$ cat config.mk
export PLATFORM = sky130hd
export DESIGN_NAME = alu_issue_ctrl_flat
export DESIGN_NICKNAME = d
export VERILOG_FILES = /design/src/rtl/alu_issue_ctrl_if.sv /design/src/rtl/alu_issue_ctrl.sv /design/src/flat_wrapper.sv
export SDC_FILE = /design/constraint.sdc
export NUM_CORES = 1
export LEC_CHECK = 0
export ABC_AREA = 0
export ABC_CLOCK_PERIOD_IN_PS = 7900
export CELL_PAD_IN_SITES_DETAIL_PLACEMENT = 1
export CELL_PAD_IN_SITES_GLOBAL_PLACEMENT = 1
export CORE_ASPECT_RATIO = 2
export CORE_MARGIN = 3
export CORE_UTILIZATION = 48
export CTS_CLUSTER_SIZE = 16
export DETAILED_ROUTE_END_ITERATION = 8
export PLACE_DENSITY_LB_ADDON = 0.2
export SLEW_MARGIN = 20
export SYNTH_ARGS = -nofsm -noshare
export SYNTH_HDL_FRONTEND = slang
export SYNTH_SLANG_ARGS = --single-unit
$ cat constraint.sdc
create_clock -name clk -period 7.9 [get_ports clk]
set_clock_uncertainty 0.1 [all_clocks]
set_input_delay 0.79 -clock clk [delete_from_list [all_inputs] [get_ports clk]]
set_output_delay 0.79 -clock clk [all_outputs]
set_load 0.02 [all_outputs]
$ cat src/rtl/alu_issue_ctrl_if.sv
// Bundle between the ALU issue stage, its command source, the ALU and
// the result consumer. slave is the issue stage's view, master the peer's.
interface alu_issue_ctrl_if #(
    parameter int WIDTH = 16
);
    logic             cmd_valid;
    logic             cmd_ready;
    logic             cmd_mode;
    logic [3:0]       cmd_select;
    logic             cmd_carry_in;
    logic             cmd_use_acc;
    logic [WIDTH-1:0] cmd_a;
    logic [WIDTH-1:0] cmd_b;

    logic             alu_mode;
    logic [3:0]       alu_select;
    logic             alu_carry_in;
    logic [WIDTH-1:0] alu_in_a;
    logic [WIDTH-1:0] alu_in_b;
    logic [WIDTH-1:0] alu_out;
    logic             alu_carry_out;
    logic             alu_compare;

    logic             res_valid;
    logic             res_ready;
    logic [WIDTH-1:0] res_data;
    logic             res_carry;
    logic             res_compare;

    logic [WIDTH-1:0] acc_value;
    logic             busy;

    modport slave (
        input  cmd_valid, cmd_mode, cmd_select, cmd_carry_in,
        input  cmd_use_acc, cmd_a, cmd_b,
        input  alu_out, alu_carry_out, alu_compare,
        input  res_ready,
        output cmd_ready,
        output alu_mode, alu_select, alu_carry_in, alu_in_a, alu_in_b,
        output res_valid, res_data, res_carry, res_compare,
        output acc_value, busy
    );

    modport master (
        output cmd_valid, cmd_mode, cmd_select, cmd_carry_in,
        output cmd_use_acc, cmd_a, cmd_b,
        output alu_out, alu_carry_out, alu_compare,
        output res_ready,
        input  cmd_ready,
        input  alu_mode, alu_select, alu_carry_in, alu_in_a, alu_in_b,
        input  res_valid, res_data, res_carry, res_compare,
        input  acc_value, busy
    );
endinterface

$ cat src/rtl/alu_issue_ctrl.sv
// ALU issue stage: command FIFO, registered ALU operands, result capture
// with accumulator, and a valid/ready result port.
module alu_issue_ctrl #(
    parameter int WIDTH      = 16,
    parameter int FIFO_DEPTH = 4
) (
    input logic             clk,
    input logic             rst,
    alu_issue_ctrl_if.slave bus
);
    localparam int          PW      = $clog2(FIFO_DEPTH);
    localparam int          PW1     = PW + 1;
    localparam logic [PW:0] DEPTH_L = PW1'(FIFO_DEPTH);

    typedef struct packed {
        logic             mode;
        logic [3:0]       select;
        logic             carry_in;
        logic             use_acc;
        logic [WIDTH-1:0] a;
        logic [WIDTH-1:0] b;
    } cmd_t;

    typedef enum logic [1:0] {
        IDLE = 2'd0,
        EXEC = 2'd1,
        HOLD = 2'd2
    } state_t;

    cmd_t             mem [FIFO_DEPTH];
    logic [PW:0]      wr_ptr;
    logic [PW:0]      rd_ptr;
    logic [PW:0]      count;
    logic             empty;
    logic             full;
    logic             push;
    logic             pop;
    cmd_t             head;
    cmd_t             cmd_in;

    state_t           state;
    logic             alu_mode_q;
    logic [3:0]       alu_select_q;
    logic             alu_carry_in_q;
    logic [WIDTH-1:0] alu_in_a_q;
    logic [WIDTH-1:0] alu_in_b_q;
    logic             res_valid_q;
    logic [WIDTH-1:0] res_data_q;
    logic             res_carry_q;
    logic             res_compare_q;
    logic [WIDTH-1:0] acc_q;

    // Pointers carry one extra bit so full and empty are distinguishable.
    assign count = wr_ptr - rd_ptr;
    assign empty = (count == '0);
    assign full  = (count == DEPTH_L);

    // Push is gated by occupancy only, never by a same-cycle pop.
    assign push  = bus.cmd_valid && !full;
    assign head  = mem[rd_ptr[PW-1:0]];

    assign cmd_in.mode     = bus.cmd_mode;
    assign cmd_in.select   = bus.cmd_select;
    assign cmd_in.carry_in = bus.cmd_carry_in;
    assign cmd_in.use_acc  = bus.cmd_use_acc;
    assign cmd_in.a        = bus.cmd_a;
    assign cmd_in.b        = bus.cmd_b;

    // Head is popped from IDLE, or from HOLD when the result is taken.
    always_comb begin
        pop = 1'b0;
        unique case (state)
            IDLE:    pop = !empty;
            HOLD:    pop = bus.res_ready && !empty;
            default: pop = 1'b0;
        endcase
    end

    // Storage array; contents are don't-care once the pointers are reset.
    always_ff @(posedge clk) begin
        if (push) begin
            mem[wr_ptr[PW-1:0]] <= cmd_in;
        end
    end

    // FIFO pointers; reset flushes every queued command.
    always_ff @(posedge clk) begin
        if (rst) begin
            wr_ptr <= '0;
            rd_ptr <= '0;
        end else begin
            if (push) begin
                wr_ptr <= wr_ptr + 1'b1;
            end
            if (pop) begin
                rd_ptr <= rd_ptr + 1'b1;
            end
        end
    end

    // Issue FSM with registered ALU operands, result and accumulator.
    always_ff @(posedge clk) begin
        if (rst) begin
            state          <= IDLE;
            alu_mode_q     <= 1'b0;
            alu_select_q   <= '0;
            alu_carry_in_q <= 1'b0;
            alu_in_a_q     <= '0;
            alu_in_b_q     <= '0;
            res_valid_q    <= 1'b0;
            res_data_q     <= '0;
            res_carry_q    <= 1'b0;
            res_compare_q  <= 1'b0;
            acc_q          <= '0;
        end else begin
            unique case (state)
                IDLE: begin
                    if (!empty) begin
                        state <= EXEC;
                    end
                end
                EXEC: begin
                    res_data_q    <= bus.alu_out;
                    res_carry_q   <= bus.alu_carry_out;
                    res_compare_q <= bus.alu_compare;
                    acc_q         <= bus.alu_out;
                    res_valid_q   <= 1'b1;
                    state         <= HOLD;
                end
                HOLD: begin
                    if (bus.res_ready) begin
                        res_valid_q <= 1'b0;
                        state       <= empty ? IDLE : EXEC;
                    end
                end
                default: begin
                    state <= IDLE;
                end
            endcase
            // acc here is always the last captured result: a pop never
            // happens before the previous operation has been captured.
            if (pop) begin
                alu_mode_q     <= head.mode;
                alu_select_q   <= head.select;
                alu_carry_in_q <= head.carry_in;
                alu_in_a_q     <= head.use_acc ? acc_q : head.a;
                alu_in_b_q     <= head.b;
            end
        end
    end

    assign bus.cmd_ready    = !full;
    assign bus.alu_mode     = alu_mode_q;
    assign bus.alu_select   = alu_select_q;
    assign bus.alu_carry_in = alu_carry_in_q;
    assign bus.alu_in_a     = alu_in_a_q;
    assign bus.alu_in_b     = alu_in_b_q;
    assign bus.res_valid    = res_valid_q;
    assign bus.res_data     = res_data_q;
    assign bus.res_carry    = res_carry_q;
    assign bus.res_compare  = res_compare_q;
    assign bus.acc_value    = acc_q;
    assign bus.busy         = (state != IDLE) || !empty;
endmodule

$ cat src/flat_wrapper.sv
// flat-port wrapper written by rule: the top's interface ports become plain ports
module alu_issue_ctrl_flat 
#(
    parameter int WIDTH      = 16,
    parameter int FIFO_DEPTH = 4
)
  (clk, rst, bus_cmd_valid, bus_cmd_mode, bus_cmd_select, bus_cmd_carry_in, bus_cmd_use_acc, bus_cmd_a, bus_cmd_b, bus_alu_out, bus_alu_carry_out, bus_alu_compare, bus_res_ready, bus_cmd_ready, bus_alu_mode, bus_alu_select, bus_alu_carry_in, bus_alu_in_a, bus_alu_in_b, bus_res_valid, bus_res_data, bus_res_carry, bus_res_compare, bus_acc_value, bus_busy);
  alu_issue_ctrl_if #(.WIDTH(WIDTH)) bus_i ();
  input logic clk;
  input logic rst;
  input wire logic [$bits(bus_i.cmd_valid)-1:0] bus_cmd_valid;
  input wire logic [$bits(bus_i.cmd_mode)-1:0] bus_cmd_mode;
  input wire logic [$bits(bus_i.cmd_select)-1:0] bus_cmd_select;
  input wire logic [$bits(bus_i.cmd_carry_in)-1:0] bus_cmd_carry_in;
  input wire logic [$bits(bus_i.cmd_use_acc)-1:0] bus_cmd_use_acc;
  input wire logic [$bits(bus_i.cmd_a)-1:0] bus_cmd_a;
  input wire logic [$bits(bus_i.cmd_b)-1:0] bus_cmd_b;
  input wire logic [$bits(bus_i.alu_out)-1:0] bus_alu_out;
  input wire logic [$bits(bus_i.alu_carry_out)-1:0] bus_alu_carry_out;
  input wire logic [$bits(bus_i.alu_compare)-1:0] bus_alu_compare;
  input wire logic [$bits(bus_i.res_ready)-1:0] bus_res_ready;
  output wire logic [$bits(bus_i.cmd_ready)-1:0] bus_cmd_ready;
  output wire logic [$bits(bus_i.alu_mode)-1:0] bus_alu_mode;
  output wire logic [$bits(bus_i.alu_select)-1:0] bus_alu_select;
  output wire logic [$bits(bus_i.alu_carry_in)-1:0] bus_alu_carry_in;
  output wire logic [$bits(bus_i.alu_in_a)-1:0] bus_alu_in_a;
  output wire logic [$bits(bus_i.alu_in_b)-1:0] bus_alu_in_b;
  output wire logic [$bits(bus_i.res_valid)-1:0] bus_res_valid;
  output wire logic [$bits(bus_i.res_data)-1:0] bus_res_data;
  output wire logic [$bits(bus_i.res_carry)-1:0] bus_res_carry;
  output wire logic [$bits(bus_i.res_compare)-1:0] bus_res_compare;
  output wire logic [$bits(bus_i.acc_value)-1:0] bus_acc_value;
  output wire logic [$bits(bus_i.busy)-1:0] bus_busy;
  assign bus_i.cmd_valid = bus_cmd_valid;
  assign bus_i.cmd_mode = bus_cmd_mode;
  assign bus_i.cmd_select = bus_cmd_select;
  assign bus_i.cmd_carry_in = bus_cmd_carry_in;
  assign bus_i.cmd_use_acc = bus_cmd_use_acc;
  assign bus_i.cmd_a = bus_cmd_a;
  assign bus_i.cmd_b = bus_cmd_b;
  assign bus_i.alu_out = bus_alu_out;
  assign bus_i.alu_carry_out = bus_alu_carry_out;
  assign bus_i.alu_compare = bus_alu_compare;
  assign bus_i.res_ready = bus_res_ready;
  assign bus_cmd_ready = bus_i.cmd_ready;
  assign bus_alu_mode = bus_i.alu_mode;
  assign bus_alu_select = bus_i.alu_select;
  assign bus_alu_carry_in = bus_i.alu_carry_in;
  assign bus_alu_in_a = bus_i.alu_in_a;
  assign bus_alu_in_b = bus_i.alu_in_b;
  assign bus_res_valid = bus_i.res_valid;
  assign bus_res_data = bus_i.res_data;
  assign bus_res_carry = bus_i.res_carry;
  assign bus_res_compare = bus_i.res_compare;
  assign bus_acc_value = bus_i.acc_value;
  assign bus_busy = bus_i.busy;
  alu_issue_ctrl #(.WIDTH(WIDTH), .FIFO_DEPTH(FIFO_DEPTH)) u_core (.clk(clk), .rst(rst), .bus(bus_i));
endmodule
==> results_dict.tcl, run 1 <==
set metrics [dict create \
    io_buffers 135 \
    clk_pin_slew_worst_paths_ns 0.07 \
    clkLatencyLatePin_ns 0.49 \
    crit_path_end_kind "primary output" \
    avgSynthCellArea_um2 15.79 \
    nets 737 \
    p_per_area_nw_per_um2 374.8 \
    clock_sinks 223 \
    yosysSeqAreaShare_pct 67.91 \
    cts_tree "done" \
    cts_resized 0 \
    clockRootBuffer "clkbuf_16" \
    rsz0062_at_grt "no" \
    cts_hold_buffers 0 \
    swShare_pct 33.97 \
    fin_crit_ns 3.915 \
    final-setup-viol-count 0 \
    pwr-share-comb_pct 36.0 \
    drc 0 \
    fmax_mhz 255.4 \
    route.vias.total 5151 \
    yosys.cell_types.count 36 \
    cts_buffer_depth 3 \
    p_leak_nw 3.625 \
    syn_inst 562 \
    routedWlPerCell_um 22.92 \
    wl_mm 20.58 \
    crit_slowest_cell "xnor2_4" \
    row_count 69 \
    fin_area_um2 10970 \
    path_cells "inv_1, ha_1, and2b_1, xnor2_4, or4_1, clkdlybuf4s50_1" \
    seqPwrFrac_pct 39.6 \
    die_height_um 198.3 \
    syn_to_final_growth_pct 23.65 \
    drtIter0Drc 175 \
    whs_path_depth 2 \
    antenna_found_initial 2 \
    worst_pin_slew_ns 0.9232 \
    coreArea_um2 17960 \
    crit_required_ns 7.01 \
    r2r-start "u_core.wr_ptr[0]" \
    startpoint_type "flip-flop" \
    yosysWarnings 0 \
    synth.cell_area_um2 8874 \
    dpl-instance-area_um2 10270 \
    startpoint "u_core.wr_ptr[0]" \
    worstRegToRegCells 7 \
    relSlewSlack_pct 38.45 \
    clkPwrFrac_pct 24.4 \
    tns_ns 0 \
    firstDrtPassIters 6 \
    hold_viol_final 0 \
    io_pins 136 \
    die-area_um2 20250 \
    status "finished, final reports clean" \
    cts_htree_levels 1 \
    intPower_w 0.002715 \
    routabilityCongestion 0.7345 \
    cpPeakStageDelay_ns 0.74 \
    numCtsBuffers 20 \
    start_util_pct 49.41 \
    cts_setup_buffers 0 \
    period_share_pct 49.55 \
    criticalPathCategory "reg -> out" \
    ir_drop_mv 0.3202 \
    die_w_um 102.1 \
    min_from "u_core.bus.res_carry" \
    crit_path_max_fanout 28 \
    synthesis.nets 630 \
    antenna_left 0 \
    maxSlewViolCount 0 \
    ys_ff_latch 223 \
    cp.arrival_ns 3.02 \
    min_path_type "reg -> reg" \
    grt_pass1_wl_mm 31.97 \
    drive_gt1_share_pct 14.93 \
    regArea_um2 6031 \
    p_sw_w 0.001397 \
    dp_hpwl_mm 13.22 \
    overflow 0 \
    multi_input_area_um2 2502 \
    grt_pass1_vias 5698 \
    grt_max_degree 71 \
    cap_violations 0 \
    nFillCells 1662 \
    routed_via_density 5.736 \
    grt_use_total_pct 20.74 \
]
-- final cells by class --
cell class	count	share of cell area, %
diodes	2	0.04562
flip-flops and latches	223	54.97
clock inverters	12	1.323
clock buffers	24	4.892
well taps	213	2.429
repair buffers	143	12.82
inverters	21	0.7184
multi-input cells	260	22.81
-- path summary, 6_finish.rpt --
path	to	slack, ns
max reg2reg	u_core.wr_ptr[2]	4.75
min	u_core.bus.res_carry	0.37
min reg2reg	u_core.bus.res_carry	0.37
max	bus_busy	3.99
-- state kept, by name (all words and copies together) (netlist names), 2 cells and up, named ones only --
signal,count
u_core.bus.alu_in_b,16
u_core.rd_ptr,3
u_core.bus.res_data,16
u_core.mem,156
u_core.bus.alu_select,4
u_core.state,2
u_core.wr_ptr,3
u_core.bus.alu_in_a,16
-- per-stage QoR --
stage	utilization (%)	setup WS [ns]	power [W]	std cells	hold slack (ns)
final	61.10	3.985	0.004113	898	0.3719
after global routing	61.10	3.822	0.004341	898	0.3997
after CTS	61.01	3.953	0.004165	896	0.3771
after detailed placement	57.21	4.476	0.003149	860	0.3673
after global placement	57.21	4.580	0.003081	860	0.3427
after floorplan	-	4.123	0.002605	562	0.3789
-- synth_stat cells, drive strengths merged --
| master | count | area, um2 |
|---|---|---|
| nor3b | 2 | 31.28 |
| and2b | 1 | 7.510 |
| nor4 | 1 | 6.260 |
| inv | 21 | 78.83 |
| nand3 | 1 | 5.000 |
| a211oi | 16 | 170.2 |
| nor3 | 2 | 15.01 |
| nor2b | 4 | 25.02 |
| o211ai | 24 | 180.2 |
| clkbuf | 20 | 75.07 |
| nand3b | 1 | 7.510 |
| nand2 | 39 | 146.4 |
| nor2 | 4 | 15.01 |
| dfxtp | 67 | 1341 |
| o31ai | 24 | 180.2 |
| and2 | 3 | 18.77 |
| o31a | 16 | 140.1 |
| edfxtp | 156 | 4684 |
| mux4 | 39 | 878.3 |
| a21o | 1 | 7.510 |
| xnor2 | 2 | 43.80 |
| ha | 7 | 87.58 |
| a21oi | 46 | 230.2 |
| mux2 | 3 | 33.78 |
| or4 | 2 | 15.01 |
| nand2b | 3 | 18.77 |
| mux2i | 17 | 170.2 |
| buf | 38 | 232.7 |
| a31oi | 2 | 27.53 |
-- cells by family after synthesis --
group	count (synthesis)	share of synthesized area, %
flops	223	67.91
compound gates	129	10.55
buf+inv	79	4.357
simple gates	63	3.511
mux	59	12.20
fa+ha+maj	7	0.9870
xor+xnor	2	0.4936
-- metal layers --
layer  track usage [%]  vias up  routed length (um)
li1                  -     2379                   -
met5                 0        -                   0
met1             22.12     2580                7358
met4             7.494        0                 682
met3             2.786       43                 854
met2             40.19      149               11690
-- placed cells by master (no fill, tap or decap), drive strengths merged, types with 17 or more instances in the layout --
cell type | synthesis | layout
inv | 21 | 21
o31ai | 24 | 24
o211ai | 24 | 24
a21oi | 46 | 46
edfxtp | 156 | 156
clkbuf | 20 | 24
nand2 | 39 | 39
mux2i | 17 | 17
dfxtp | 67 | 67
mux4 | 39 | 39
clkdlybuf4s50 | 0 | 134
-- worst max-delay path, delay by kind of cell (launching register included) --
family	cells	cell delay, ns
xor+xnor	1	0.74
buf+inv	2	0.71
simple gates	2	0.49
flops	1	0.38
fa+ha+maj	1	0.19
-- power by group through the flow --
stage / sequential [W] / clock, W / combinational [W]
final: 0.00163 / 0.00100 / 0.00148
after global routing: 0.00166 / 0.00108 / 0.00160
after CTS: 0.00164 / 0.00103 / 0.00150
after detailed placement: 0.00166 / 0 / 0.00149
after global placement: 0.00164 / 0 / 0.00144
after floorplan: 0.00170 / 0 / 0.000909
No activity file was read; power rests on OpenSTA's default activity.
==> inputs of run 2 (changes only) <==
--- a/config.mk
+++ b/config.mk
@@ -6,12 +6,12 @@
 export NUM_CORES = 1
 export LEC_CHECK = 0
 export ABC_AREA = 0
-export ABC_CLOCK_PERIOD_IN_PS = 7900
+export ABC_CLOCK_PERIOD_IN_PS = 3600
 export CELL_PAD_IN_SITES_DETAIL_PLACEMENT = 1
 export CELL_PAD_IN_SITES_GLOBAL_PLACEMENT = 1
 export CORE_ASPECT_RATIO = 2
 export CORE_MARGIN = 3
-export CORE_UTILIZATION = 48
+export CORE_UTILIZATION = 40
 export CTS_CLUSTER_SIZE = 16
 export DETAILED_ROUTE_END_ITERATION = 8
 export PLACE_DENSITY_LB_ADDON = 0.2
==> constraint.sdc (replaced) <==
create_clock -name clk -period 3.6 [get_ports clk]
set_clock_uncertainty 0.1 [all_clocks]
set_input_delay 0.36 -clock clk [delete_from_list [all_inputs] [get_ports clk]]
set_output_delay 0.36 -clock clk [all_outputs]
set_load 0.02 [all_outputs]
==> run 2 against run 1 <==
Hold slack lost 0.060 ns. Sequential share of layout area shrank 0.78 points. Final area grew 1.4%. Count of clock-buffer cells in the layout grew 2. Sequential cell count is the same. Combinational power grew 130%. Routed wire length grew 3.8%. Critical path type unchanged. Critical endpoint unchanged. Largest cell class unchanged. Highest routed layer unchanged.
==> results_dict.tcl, run 2 (same netlist as run 1, synthesis figures left out) <==
set metrics [dict create \
    status "finished, final reports clean" \
    fin_crit_ns 3.216 \
    criticalPathCategory "reg -> out" \
    p_leak_nw 3.695 \
    hold_viol_final 0 \
    worst_pin_slew_ns 0.9298 \
    clkLatencyLatePin_ns 0.49 \
    crit_path_max_fanout 10 \
    routabilityCongestion 0.7948 \
    crit_path_end_kind "primary output" \
    antenna_left 0 \
    die-area_um2 24120 \
    cts_tree "done" \
    rsz0062_at_grt "no" \
    die_w_um 111.3 \
    nets 750 \
    min_path_type "in -> reg" \
    multi_input_area_um2 2491 \
    nFillCells 2123 \
    grt_pass1_wl_mm 33.43 \
    antenna_found_initial 0 \
    ir_drop_mv 0.4307 \
    grt_max_degree 44 \
    regArea_um2 6031 \
    numCtsBuffers 20 \
    dp_hpwl_mm 14.98 \
    path_cells "inv_1, ha_1, nand2_1, buf_4, or4_1, clkdlybuf4s50_1" \
    wl_mm 21.37 \
    grt_pass1_vias 5792 \
    cts_setup_buffers 0 \
    cap_violations 0 \
    startpoint_type "flip-flop" \
    p_per_area_nw_per_um2 810.6 \
    drc 0 \
    period_share_pct 89.33 \
    cpPeakStageDelay_ns 0.56 \
    relSlewSlack_pct 38.01 \
    start_util_pct 40.93 \
    tns_ns 0 \
    route.vias.total 5242 \
    syn_to_final_growth_pct 25.44 \
    row_count 76 \
    die_height_um 216.6 \
    cts_htree_levels 1 \
    firstDrtPassIters 4 \
    cts_hold_buffers 0 \
    power_w 0.009023 \
    drive_gt1_share_pct 16.95 \
    io_pins 136 \
    coreArea_um2 21680 \
    cp.arrival_ns 2.76 \
    clockRootBuffer "clkbuf_16" \
    io_buffers 135 \
    crit_slowest_cell "clkdlybuf4s50_1" \
    cts_resized 0 \
    final-setup-viol-count 0 \
    clk_pin_slew_worst_paths_ns 0.07 \
    final_cell_mix "edfxtp_1, clkdlybuf4s50_1, dfxtp_1" \
    fmax_mhz 311.0 \
    grt_use_total_pct 17.66 \
    routed_via_density 5.410 \
    routedWlPerCell_um 22.05 \
    cts_buffer_depth 3 \
    clock_sinks 223 \
    drtIter0Drc 218 \
    mostFrequentLayoutCell "edfxtp_1" \
    maxSlewViolCount 0 \
    antenna-diode-count 0 \
    final_util_pct 51.34 \
    largest_reg_flops 156 \
    overflow 0 \
    crit_required_ns 3.14 \
]
-- run 2: cell types whose count changed in the layout (fill, tap and decap cells not counted), moves of 2 or more --
cell / change
and2_4: -3
bufinv_16: -2
buf_12: +2
diode_2: -2
buf_4: +11
clkbuf_8: +4
clkbuf_1: -2
clkinv_2: +3
and2_2: +3
-- run 2: per-stage QoR --
step,cells,area [um2],hold WS [ns],worst slack [ns]
final,969,11130,0.3120,0.3842
after global placement,933,10470,0.3432,0.9645
after global routing,969,11130,0.3240,0.2870
after CTS,969,11130,0.2941,0.3720
after detailed placement,933,10470,0.3586,0.8815
after floorplan,562,8880,0.3589,0.6174
-- run 2: final timing paths --
check,start,endpoint,slack [ns],cells after the start
max,u_core.wr_ptr[0],bus_busy,0.38,6
min,bus_alu_out[14],u_core.bus.res_data[14],0.31,3
max reg2reg,u_core.wr_ptr[0],u_core.rd_ptr[0],0.82,8
min reg2reg,u_core.bus.res_compare,u_core.bus.res_compare,0.37,2
-- run 2: power breakdown --
| group | switching, W | internal [W] |
|---|---|---|
| Combinational | 0.00184 | 0.00151 |
| Sequential | 0.000323 | 0.00322 |
| Clock | 0.000910 | 0.00122 |
-- run 2: area by class of cell --
type,instances,share of cell area (%)
sequential,223,54.18
multi-input combinational,260,22.38
timing repair buffer,156,13.74
clock buffer,26,5.250
tap,273,3.069
inverter,21,0.7082
clock inverter,10,0.6745
-- run 2: critical path, delay by kind of cell (launching register included) --
family	cells	cell delay (ns)
fa+ha+maj	1	0.44
simple gates	2	0.55
buf+inv	3	0.88
flops	1	0.40
-- run 2: routing by layer --
layer | track usage (%) | wire length (um)
met5 | 0 | 0
met4 | 4.953 | 496
met3 | 2.291 | 810
met2 | 36.13 | 12560
met1 | 18.25 | 7504
==> inputs of run 3 (changes only) <==
--- a/config.mk
+++ b/config.mk
@@ -7,6 +7,7 @@
 export LEC_CHECK = 0
 export ABC_AREA = 0
 export ABC_CLOCK_PERIOD_IN_PS = 3600
+export CAP_MARGIN = 20
 export CELL_PAD_IN_SITES_DETAIL_PLACEMENT = 1
 export CELL_PAD_IN_SITES_GLOBAL_PLACEMENT = 1
 export CORE_ASPECT_RATIO = 2
==> results of run 3 <==
Final layout, timing and power as in run 2 (identical DEF).
